--- config.mk ---
export PLATFORM = sky130hd
export DESIGN_NAME = mem_access_arbiter
export DESIGN_NICKNAME = d
export VERILOG_FILES = /design/src/rtl/mem_access_arbiter.sv
export SDC_FILE = /design/constraint.sdc
export NUM_CORES = 1
export LEC_CHECK = 0
export CAP_MARGIN = 20
export CORE_UTILIZATION = 30
export DETAILED_ROUTE_END_ITERATION = 16
export DONT_BUFFER_PORTS = 1
export GPL_TIMING_DRIVEN = 0
export HOLD_SLACK_MARGIN = 0.05
export PLACE_DENSITY_LB_ADDON = 0.12
export SYNTH_ARGS = -nofsm -noshare
export SYNTH_HDL_FRONTEND = slang
export SYNTH_SLANG_ARGS = --single-unit
--- constraint.sdc ---
create_clock -name clock -period 1.2 [get_ports clock]
set_input_delay 0.24 -clock clock [delete_from_list [all_inputs] [get_ports clock]]
set_output_delay 0.24 -clock clock [all_outputs]
set_load 0.02 [all_outputs]
--- src/rtl/mem_access_arbiter.sv ---
// Two-requester round-robin arbiter in front of a small internal memory with boot contents.
// Define ARB_FIXED_PRIORITY_EN to make requester A always win ties (B may starve).
module mem_access_arbiter #(
  parameter int ADDR_WIDTH = 2,
  parameter int DATA_WIDTH = 4
) (
  input  logic                  clock,
  input  logic                  reset_n,
  input  logic                  req_a,
  input  logic                  we_a,
  input  logic [ADDR_WIDTH-1:0] addr_a,
  input  logic [DATA_WIDTH-1:0] wdata_a,
  input  logic                  req_b,
  input  logic                  we_b,
  input  logic [ADDR_WIDTH-1:0] addr_b,
  input  logic [DATA_WIDTH-1:0] wdata_b,
  output logic                  ack_a,
  output logic                  ack_b,
  output logic [DATA_WIDTH-1:0] rdata,
  output logic                  busy
);

  localparam int DEPTH = 2 ** ADDR_WIDTH;

  typedef enum logic {IDLE, ACCESS} state_t;

  state_t                state;
  logic                  cur_b;
  logic                  cur_we;
  logic [ADDR_WIDTH-1:0] cur_addr;
  logic [DATA_WIDTH-1:0] cur_wdata;
  logic [DATA_WIDTH-1:0] mem [DEPTH];
  logic                  grant_a;

  function automatic logic [DATA_WIDTH-1:0] boot_word(input int idx);
    case (idx)
      0:       boot_word = DATA_WIDTH'(4'b0100);
      1:       boot_word = DATA_WIDTH'(4'b1100);
      2:       boot_word = DATA_WIDTH'(4'b0110);
      3:       boot_word = DATA_WIDTH'(4'b0111);
      default: boot_word = '0;
    endcase
  endfunction

`ifdef ARB_FIXED_PRIORITY_EN
  assign grant_a = req_a;
`else
  logic last_grant_b;
  // On a tie A wins only if B was the previous winner.
  assign grant_a = req_a & (~req_b | last_grant_b);
`endif

  // NOTE: all state, including the memory array, updates with non-blocking
  // assignments; the memory is in the reset branch because reset must reload
  // the boot table, so this array maps to flops rather than a RAM macro.
  always_ff @(posedge clock or negedge reset_n) begin
    if (!reset_n) begin
      state     <= IDLE;
      ack_a     <= 1'b0;
      ack_b     <= 1'b0;
      rdata     <= '0;
      busy      <= 1'b0;
      cur_b     <= 1'b0;
      cur_we    <= 1'b0;
      cur_addr  <= '0;
      cur_wdata <= '0;
`ifndef ARB_FIXED_PRIORITY_EN
      last_grant_b <= 1'b1;
`endif
      for (int i = 0; i < DEPTH; i++) mem[i] <= boot_word(i);
    end else begin
      case (state)
        IDLE: begin
          ack_a <= 1'b0;
          ack_b <= 1'b0;
          if (req_a | req_b) begin
            cur_b     <= ~grant_a;
            cur_we    <= grant_a ? we_a    : we_b;
            cur_addr  <= grant_a ? addr_a  : addr_b;
            cur_wdata <= grant_a ? wdata_a : wdata_b;
`ifndef ARB_FIXED_PRIORITY_EN
            last_grant_b <= ~grant_a;
`endif
            busy  <= 1'b1;
            state <= ACCESS;
          end
        end
        ACCESS: begin
          if (cur_we) begin
            mem[cur_addr] <= cur_wdata;
            rdata         <= cur_wdata;
          end else begin
            rdata <= mem[cur_addr];
          end
          ack_a <= ~cur_b;
          ack_b <= cur_b;
          busy  <= 1'b0;
          state <= IDLE;
        end
        default: state <= IDLE;
      endcase
    end
  end

endmodule

==> results.json, run 1 <==
{
  "route.vias.total": 966,
  "synth_flop_cell": "dfrtp_1",
  "worstPathRequired_ns": 1.36,
  "synthArstFlopShare_pct": 100,
  "synth_edf_count": 0,
  "critPathCaptureType": "flip-flop",
  "clk_latency_ns": 0.28,
  "dp_hpwl_mm": 2.01,
  "syn-num-nets": 137,
  "routed_via_density": 4.74,
  "area.growth.synth_to_final_pct": 23.2,
  "wl_per_cell_um": 14.1,
  "cts-buffers-inserted": 5,
  "cts-htree-levels": 2,
  "status": "complete, but fails checks",
  "die_x_um": 72.8,
  "cts_tree": "done",
  "rsz0062_at_grt": "yes",
  "critPathKind": "flip-flop to flip-flop",
  "clk_path_buf_depth": 2,
  "post-route-worst-setup-slack_ns": -0.173,
  "synth_cells": 119,
  "crit_fanout": 7,
  "maxSlewViolCount": 0,
  "ioPinCount": 25,
  "setup_viol": 20,
  "grt_pass1_wl_mm": 4.86,
  "final_cells": 204,
  "fin_util_pct": 38.7,
  "yosysWarnings": 0,
  "synth-seq-area-share_pct": 55.7,
  "tns_ns": -2.15,
  "synth_xor_area_share_pct": 0,
  "hold_ws_ns": 0.126,
  "drtIter0Drc": 25,
  "cp-start-kind": "flip-flop",
  "synth-seq-cells": 33,
  "final_common_cell": "dfrtp_1",
  "finalCritPeriodShare_pct": 114,
  "violations": "negative setup slack",
  "fmax_mhz": 728,
  "static-leakage-power_uw": 0.000782,
  "synth_fa_ha_area_share_pct": 0,
  "start_util_pct": 31.4,
  "cts_root_buf": "clkbuf_8",
  "num-nets-final": 154,
  "cts_sinks": 33,
  "wirelength_mm": 2.88,
  "clk_pin_slew_worst_paths_ns": 0.07,
  "row_count": 25,
  "relSlewSlack_pct": 84.6,
  "antenna_found_initial": 0,
  "netlist-cell-type-count": 25,
  "grt_overflow_total": 0,
  "arrival_ns": 1.54,
  "dp.cells": 186,
  "grt_max_degree": 34,
  "muxShareOfSynthArea_pct": 19.8,
  "fin_worst_skew_ns": 0.00624,
  "die-area_um2": 5300,
  "core_region_area_um2": 4790,
  "period_needed_ns": 1.37,
  "syn-cell-area_um2": 1500,
  "drc": 0,
  "irDropWorstVdd_mv": 0.569,
  "die_y_um": 72.8,
  "syn-mean-instance-area_um2": 12.6,
  "yosys.area_share.simple_pct": 11.1,
  "grt_use_total_pct": 12.4,
  "power_density_nw_per_um2": 2130,
  "hp-class": "primary input to flip-flop",
  "maxCapViolCount": 0,
  "gp_congestion": 0.669,
  "antenna_left": 0,
  "drive_above_1_share_pct": 42.3,
  "synth_compound_area_share_pct": 9.65,
  "synth_top_family_by_area": "multiplexers",
  "port-buffer-count": 0,
  "firstDrtPassIters": 3,
  "antenna_cells": 0,
  "hold_viol": 0,
  "most-common-layout-cells": "dfrtp_1, nor2_1, mux2_4, dfstp_2, a31oi_1",
  "design_power_total_uw": 3940,
  "first_global_vias": 1019,
  "worst_slew_pin_slew_ns": 0.230
}
[cell usage after synthesis (2+ instances only)]
| master | number | area, um^2 |
|---|---|---|
| mux4_2 | 3 | 67.6 |
| o21ai_0 | 7 | 35.0 |
| clkbuf_1 | 3 | 11.3 |
| nand3b_1 | 7 | 52.6 |
| mux2_2 | 16 | 180 |
| dfrtp_1 | 24 | 601 |
| mux2i_1 | 5 | 50.1 |
| dfstp_2 | 9 | 236 |
| nor2_1 | 15 | 56.3 |
| nand4b_1 | 2 | 17.5 |
| a21oi_1 | 5 | 25.0 |
| buf_2 | 2 | 10.0 |
| inv_1 | 2 | 7.51 |
| a31oi_1 | 8 | 50.1 |
[worst max-delay path: stages (launching register included)]
cell and delay, ns:
dfrtp_1 0.37, buf_6 0.14, buf_4 0.13, nand4b_1 0.28, mux2_2 0.33
[power breakdown]
part	internal [uW]	switching (uW)	total, uW
clock	400	405	805
sequential	1640	364	2000
combinational	732	401	1130
[metrics by stage]
step | setup slack [ns] | area, um^2
2_1_floorplan | -0.107 | 1500
3_3_place_gp | -0.253 | 1590
3_5_place_dp | -0.272 | 1590
4_1_cts | -0.183 | 1800
5_1_grt | -0.265 | 1850
6_report | -0.173 | 1850
[routing by layer]
metal  track usage [%]  wire [um]  up-vias
li1                  -          -      467
met1              15.5       1390      467
met2              19.8       1320       30
met3              4.28        148        2
met4              4.58         25        0
met5                 0          0        -
[state kept, by name (all words and copies together), names as in the netlist]
name and cells:
cur_b 1, cur_we 1, ack_a 1, last_grant_b 1, cur_addr 2, ack_b 1, rdata 4, state 1
cur_wdata 4, mem 16, busy 1
[cell families (layout without fill, tap and decap cells)]
| group | count (synthesis) | in the layout |
|---|---|---|
| simple gates | 28 | 28 |
| flops | 33 | 33 |
| compound gates | 24 | 24 |
| buf+inv | 10 | 28 |
| mux | 24 | 24 |
[area by class of cell]
class | count | area, um^2
Buffer | 6 | 63.8
Inverter | 3 | 11.3
Multi-Input combinational cell | 76 | 661
Clock inverter | 3 | 17.5
Fill cell | 476 | 2930
Clock buffer | 5 | 68.8
Tap cell | 67 | 83.8
Sequential cell | 33 | 838
Timing Repair Buffer | 11 | 109
[repair_timing]
item                       4_1_cts  5_1_grt
gates resized for setup         13       18
gates cloned                     1        0
setup buffers                    6        2
setup endpoints to repair       28       28
pin swaps                        4        5
hold endpoints to repair        33        0
hold buffers                     2        0
[final timing paths]
check                           endpoint         from  depth (start not counted)  slack, ns
worst max register to register    mem[4]  cur_addr[0]                          4      -0.17
min in group asynchronous          ack_a      reset_n                          2       0.40
worst min-delay path              cur_we         we_b                          2       0.13
max in group asynchronous         mem[2]      reset_n                          2       0.55
worst max-delay path              mem[4]  cur_addr[0]                          4      -0.17
worst min register to register     ack_a        cur_b                          1       0.45
Power figures use the tool's default switching activity.
==> run 2: changes to the inputs <==
- CORE_UTILIZATION: 30 -> 55
==> results.json, run 2 (synthesis results as in run 1) <==
{
  "status": "complete, but fails checks",
  "violations": "negative setup slack",
  "ioPinCount": 25,
  "cts-htree-levels": 2,
  "largest_reg_flops": 16,
  "power.switching_uw": 1150,
  "power_density_nw_per_um2": 2140,
  "cpMaxStageDelayCell": "dfrtp_1",
  "die-area_um2": 2950,
  "cts_sinks": 33,
  "core_region_area_um2": 2520,
  "die_y_um": 54.3,
  "most-common-layout-cells": "dfrtp_1, nor2_1, mux2_4, dfstp_2",
  "crit_fanout": 8,
  "route.vias.total": 999,
  "largestRegisters": "mem (16), cur_wdata (4), rdata (4)",
  "period_needed_ns": 1.41,
  "crit_buf_inv": 2,
  "topRoutingLayerUsed": "met4",
  "path_cells": "clkbuf_8 > nor4_4 > buf_4 > mux2_4",
  "maxCapViolCount": 0,
  "startpoint": "cur_addr[1]",
  "antenna_left": 0,
  "pwr-share-seq_pct": 52.6,
  "grt_pass1_wl_mm": 4.34,
  "relSlewSlack_pct": 83.6,
  "cts_tree": "done",
  "grt_use_total_pct": 22.2,
  "rsz0062_at_grt": "yes",
  "clk_latency_ns": 0.33,
  "area.growth.synth_to_final_pct": 18.8,
  "wirelength_mm": 2.83,
  "internal_power_uw": 2670,
  "worstPathRequired_ns": 1.41,
  "antenna_found_initial": 0,
  "cpPeakStageDelay_ns": 0.40,
  "grt_max_degree": 34,
  "nFillCells": 175,
  "post-route-worst-setup-slack_ns": -0.209,
  "clk_pin_slew_worst_paths_ns": 0.10,
  "worst_path_dominant_cell_family": "flip-flops",
  "worst_slew_pin_slew_ns": 0.246,
  "fmax_mhz": 710,
  "final_cells": 169,
  "port-buffer-count": 0,
  "irDropWorstVdd_mv": 1.44,
  "cts_root_buf": "clkbuf_4",
  "met1_length_mm": 1.30,
  "finalCritPeriodShare_pct": 117,
  "fin_util_pct": 70.8,
  "wl_per_cell_um": 16.7,
  "first_global_vias": 942,
  "die_x_um": 54.3,
  "final_common_cell": "dfrtp_1",
  "regMostFlops": "mem",
  "hold_ws_ns": 0.0659,
  "setup_viol": 20,
  "maxSlewViolCount": 0,
  "clk_path_buf_depth": 2,
  "drtIter0Drc": 11,
  "dp_hpwl_mm": 1.84,
  "arrival_ns": 1.62,
  "firstDrtPassIters": 4,
  "cp-start-kind": "flip-flop",
  "wl_met3_um": 137,
  "clkPwrFrac_pct": 16.8,
  "wl_met2_mm": 1.34,
  "start_util_pct": 59.6,
  "static-leakage-power_uw": 0.000772,
  "critPathCaptureType": "flip-flop",
  "switching_share_pct": 30.2,
  "grt_overflow_total": 0,
  "cts-buffers-inserted": 5,
  "hold_viol": 0,
  "row_count": 18,
  "drc": 0,
  "critPathKind": "flip-flop to flip-flop",
  "routed_via_density": 5.91,
  "fin_worst_skew_ns": 0.0138,
  "num-nets-final": 156,
  "hold_path.startpoint": "addr_b[1]",
  "drive_above_1_share_pct": 41.7,
  "gp_congestion": 0.739,
  "rr_startpoint": "cur_addr[1]",
  "dp.cells": 149,
  "pwr-share-comb_pct": 30.6,
  "hp-class": "primary input to flip-flop",
  "antenna_cells": 0,
  "place_ws_ns": -0.230
}
[run 2: timing repair]
| item | in CTS | in global routing |
|---|---|---|
| gates resized for setup | 12 | 18 |
| setup buffers | 8 | 3 |
| setup endpoints to repair | 28 | 27 |
| endpoints found under the hold margin | 33 | 0 |
| hold buffers | 2 | 0 |
| pin swaps | 6 | 6 |
[run 2: layout make-up]
cell class                      instances  area, um^2  area share (%)
Timing Repair Buffer                   13         128            7.14
Buffer                                  6        56.3            3.15
Sequential cell                        33         837            46.8
Tap cell                               30        37.5            2.10
Clock buffer                            8        58.8            3.29
Inverter                                3        11.3           0.630
Multi-Input combinational cell         76         658            36.8
[run 2: final timing paths]
path	depth (start not counted)	end	slack, ns
setup / recovery	4	mem[13]	-0.21
hold / removal	2	cur_addr[1]	0.07
setup reg to reg	4	mem[13]	-0.21
hold reg to reg	1	ack_a	0.48
max in group asynchronous	2	mem[1]	0.58
min in group asynchronous	2	cur_addr[1]	0.37
[run 2: stage by stage]
stage                     cell area [um^2]  power, uW  TNS (ns)
after floorplan                       1500       2700    -0.600
after global placement                1540       2850     -2.46
after detailed placement              1540       2910     -3.08
after CTS                             1720       3700     -1.64
after global routing                  1790       4040     -3.33
final                                 1790       3820     -2.08
[run 2: layer usage]
metal	vias up	track usage, %
met5	-	0
met4	0	11.5
met3	8	6.11
met2	26	35.2
met1	494	27.6
li1	471	-
[run 2: worst reg2reg max path, stage by stage, from the launching register on]
cell and delay, ns:
dfrtp_1 0.40, clkbuf_8 0.16, nor4_4 0.23, buf_4 0.20, mux2_4 0.30
[run 2: power groups by stage]
stage | Clock (uW) | Sequential, uW | Combinational [uW]
CTS | 668 | 1990 | 1040
detailed placement | 0 | 2010 | 897
floorplan | 0 | 1920 | 783
global route | 701 | 2070 | 1270
finish | 641 | 2010 | 1170
global placement | 0 | 1980 | 869
==> run 3: changes to the inputs <==
- BUFFER_PORTS_ARGS: default -> -buffer_cell sky130_fd_sc_hd__buf_2
- CORE_UTILIZATION: 55 -> 45
- DONT_BUFFER_PORTS: 1 -> default
==> results.json, run 3 (synthesis results as in run 1) <==
{
  "gp_congestion": 0.700,
  "violations": "negative setup slack",
  "regMostFlops": "mem",
  "die_y_um": 59.8,
  "worst_path_dominant_cell_family": "flip-flops",
  "antenna_cells": 0,
  "nFillCells": 290,
  "hp-class": "primary input to flip-flop",
  "hold_viol": 0,
  "start_util_pct": 48.5,
  "finalCritPeriodShare_pct": 114,
  "die_x_um": 59.8,
  "cpPeakStageDelay_ns": 0.39,
  "fin_area_um2": 1860,
  "power_density_nw_per_um2": 2160,
  "grt_max_degree": 34,
  "ioPinCount": 25,
  "wl_met3_um": 131,
  "wirelength_mm": 2.77,
  "regArea_um2": 838,
  "whs_path_depth": 3,
  "maxCapViolCount": 0,
  "first_global_vias": 1057,
  "row_count": 20,
  "critPathKind": "flip-flop to flip-flop",
  "dp_hpwl_mm": 1.89,
  "most-common-layout-cells": "buf_2, dfrtp_1, nor2_1, dfstp_2",
  "static-leakage-power_uw": 0.000826,
  "met1_length_mm": 1.29,
  "arrival_ns": 1.59,
  "fmax_mhz": 734,
  "antenna_left": 0,
  "cts_sinks": 33,
  "multi_input_area_um2": 647,
  "cp.depth": 4,
  "area.growth.synth_to_final_pct": 23.7,
  "worstPathRequired_ns": 1.43,
  "final_common_cell": "buf_2",
  "largestRegisters": "mem (16), cur_wdata (4), rdata (4)",
  "wl_per_cell_um": 13.9,
  "die-area_um2": 3580,
  "wl_met2_mm": 1.31,
  "cp-start-kind": "flip-flop",
  "routed_via_density": 5.21,
  "clk_latency_ns": 0.35,
  "cts-buffers-inserted": 5,
  "route.vias.total": 1037,
  "reg2reg_depth": 4,
  "drive_above_1_share_pct": 49.0,
  "crit_buf_inv": 2,
  "relSlewSlack_pct": 52.7,
  "clk_pin_slew_worst_paths_ns": 0.11,
  "critPathCaptureType": "flip-flop",
  "path_cells": "buf_6 > nor4_4 > buf_4 > mux2_4",
  "clk_path_buf_depth": 2,
  "drtIter0Drc": 28,
  "cts-htree-levels": 2,
  "period_needed_ns": 1.36,
  "status": "complete, but fails checks",
  "maxSlewViolCount": 0,
  "cts_root_buf": "clkbuf_4",
  "num-nets-final": 172,
  "fin_worst_skew_ns": 0.0160,
  "post-route-worst-setup-slack_ns": -0.162,
  "rsz0062_at_grt": "yes",
  "cts_tree": "done",
  "setup_viol": 19,
  "crit_fanout": 8,
  "hold_ws_ns": 0.153,
  "grt_overflow_total": 0,
  "worst_slew_pin_slew_ns": 0.710,
  "antenna_found_initial": 0,
  "topRoutingLayerUsed": "met4",
  "grt_pass1_wl_mm": 4.80,
  "core_region_area_um2": 3100,
  "firstDrtPassIters": 5,
  "drc": 0,
  "largest_reg_flops": 16,
  "port-buffer-count": 23,
  "grt_use_total_pct": 18.8,
  "cpMaxStageDelayCell": "dfrtp_1",
  "dpl-instance-area_um2": 1670,
  "irDropWorstVdd_mv": 0.792
}
[run 3: changes by cell type in the layout (fill, tap and decap cells not counted), moves of 2 or more]
cell | before | now
buf_2 | 1 | 24
buf_4 | 8 | 5
buf_6 | 6 | 3
clkbuf_1 | 2 | 0
[run 3: per-layer routing]
layer	track usage (%)	up-vias
li1	-	505
met1	23.7	501
met2	29.4	26
met3	7.14	5
met4	6.98	0
met5	0	-
[run 3: stage by stage]
step,instances,power (uW),setup WS (ns),TNS [ns],util (%)
global placement,186,2960,-0.226,-2.30,54.0
detailed placement,186,3010,-0.242,-2.77,54.0
CTS,198,3970,-0.164,-2.32,58.4
global route,199,4280,-0.232,-3.13,60.0
finish,199,4030,-0.162,-1.74,60.0
floorplan,119,2700,-0.107,-0.600,-
[run 3: final cells by class]
| cell class | instances | share of cell area (%) |
|---|---|---|
| clock buffers | 6 | 2.76 |
| clock inverters | 2 | 2.02 |
| plain buffers | 7 | 3.30 |
| well taps | 44 | 2.96 |
| flip-flops and latches | 33 | 45.1 |
| multi-input cells | 76 | 34.8 |
| inverters | 3 | 0.605 |
| repair buffers | 28 | 8.54 |
[run 3: path summary, 6_finish.rpt]
check	startpoint	end	slack (ns)
max	cur_addr[0]	mem[13]	-0.16
min	wdata_b[0]	cur_wdata[0]	0.15
max reg2reg	cur_addr[0]	mem[13]	-0.16
min reg2reg	cur_b	ack_a	0.46
max in group asynchronous	reset_n	cur_we	0.24
min in group asynchronous	reset_n	rdata[3]	0.46
[run 3: report_power, final]
group | switching, uW | internal [uW]
Combinational | 515 | 730
Sequential | 257 | 1630
Clock | 396 | 495
[run 3: what timing repair did]
| item | in CTS | in global routing |
|---|---|---|
| setup endpoints to repair | 28 | 29 |
| endpoints found under the hold margin | 24 | 0 |
| pin swaps | 5 | 4 |
| resized for setup | 8 | 18 |
| hold buffers | 1 | 0 |
| buffers inserted | 3 | 1 |
[run 3: tightest hold or removal path: stages]
cell	delay [ns]
buf_2	0.09
o21ai_0	0.06
a31oi_1	0.08
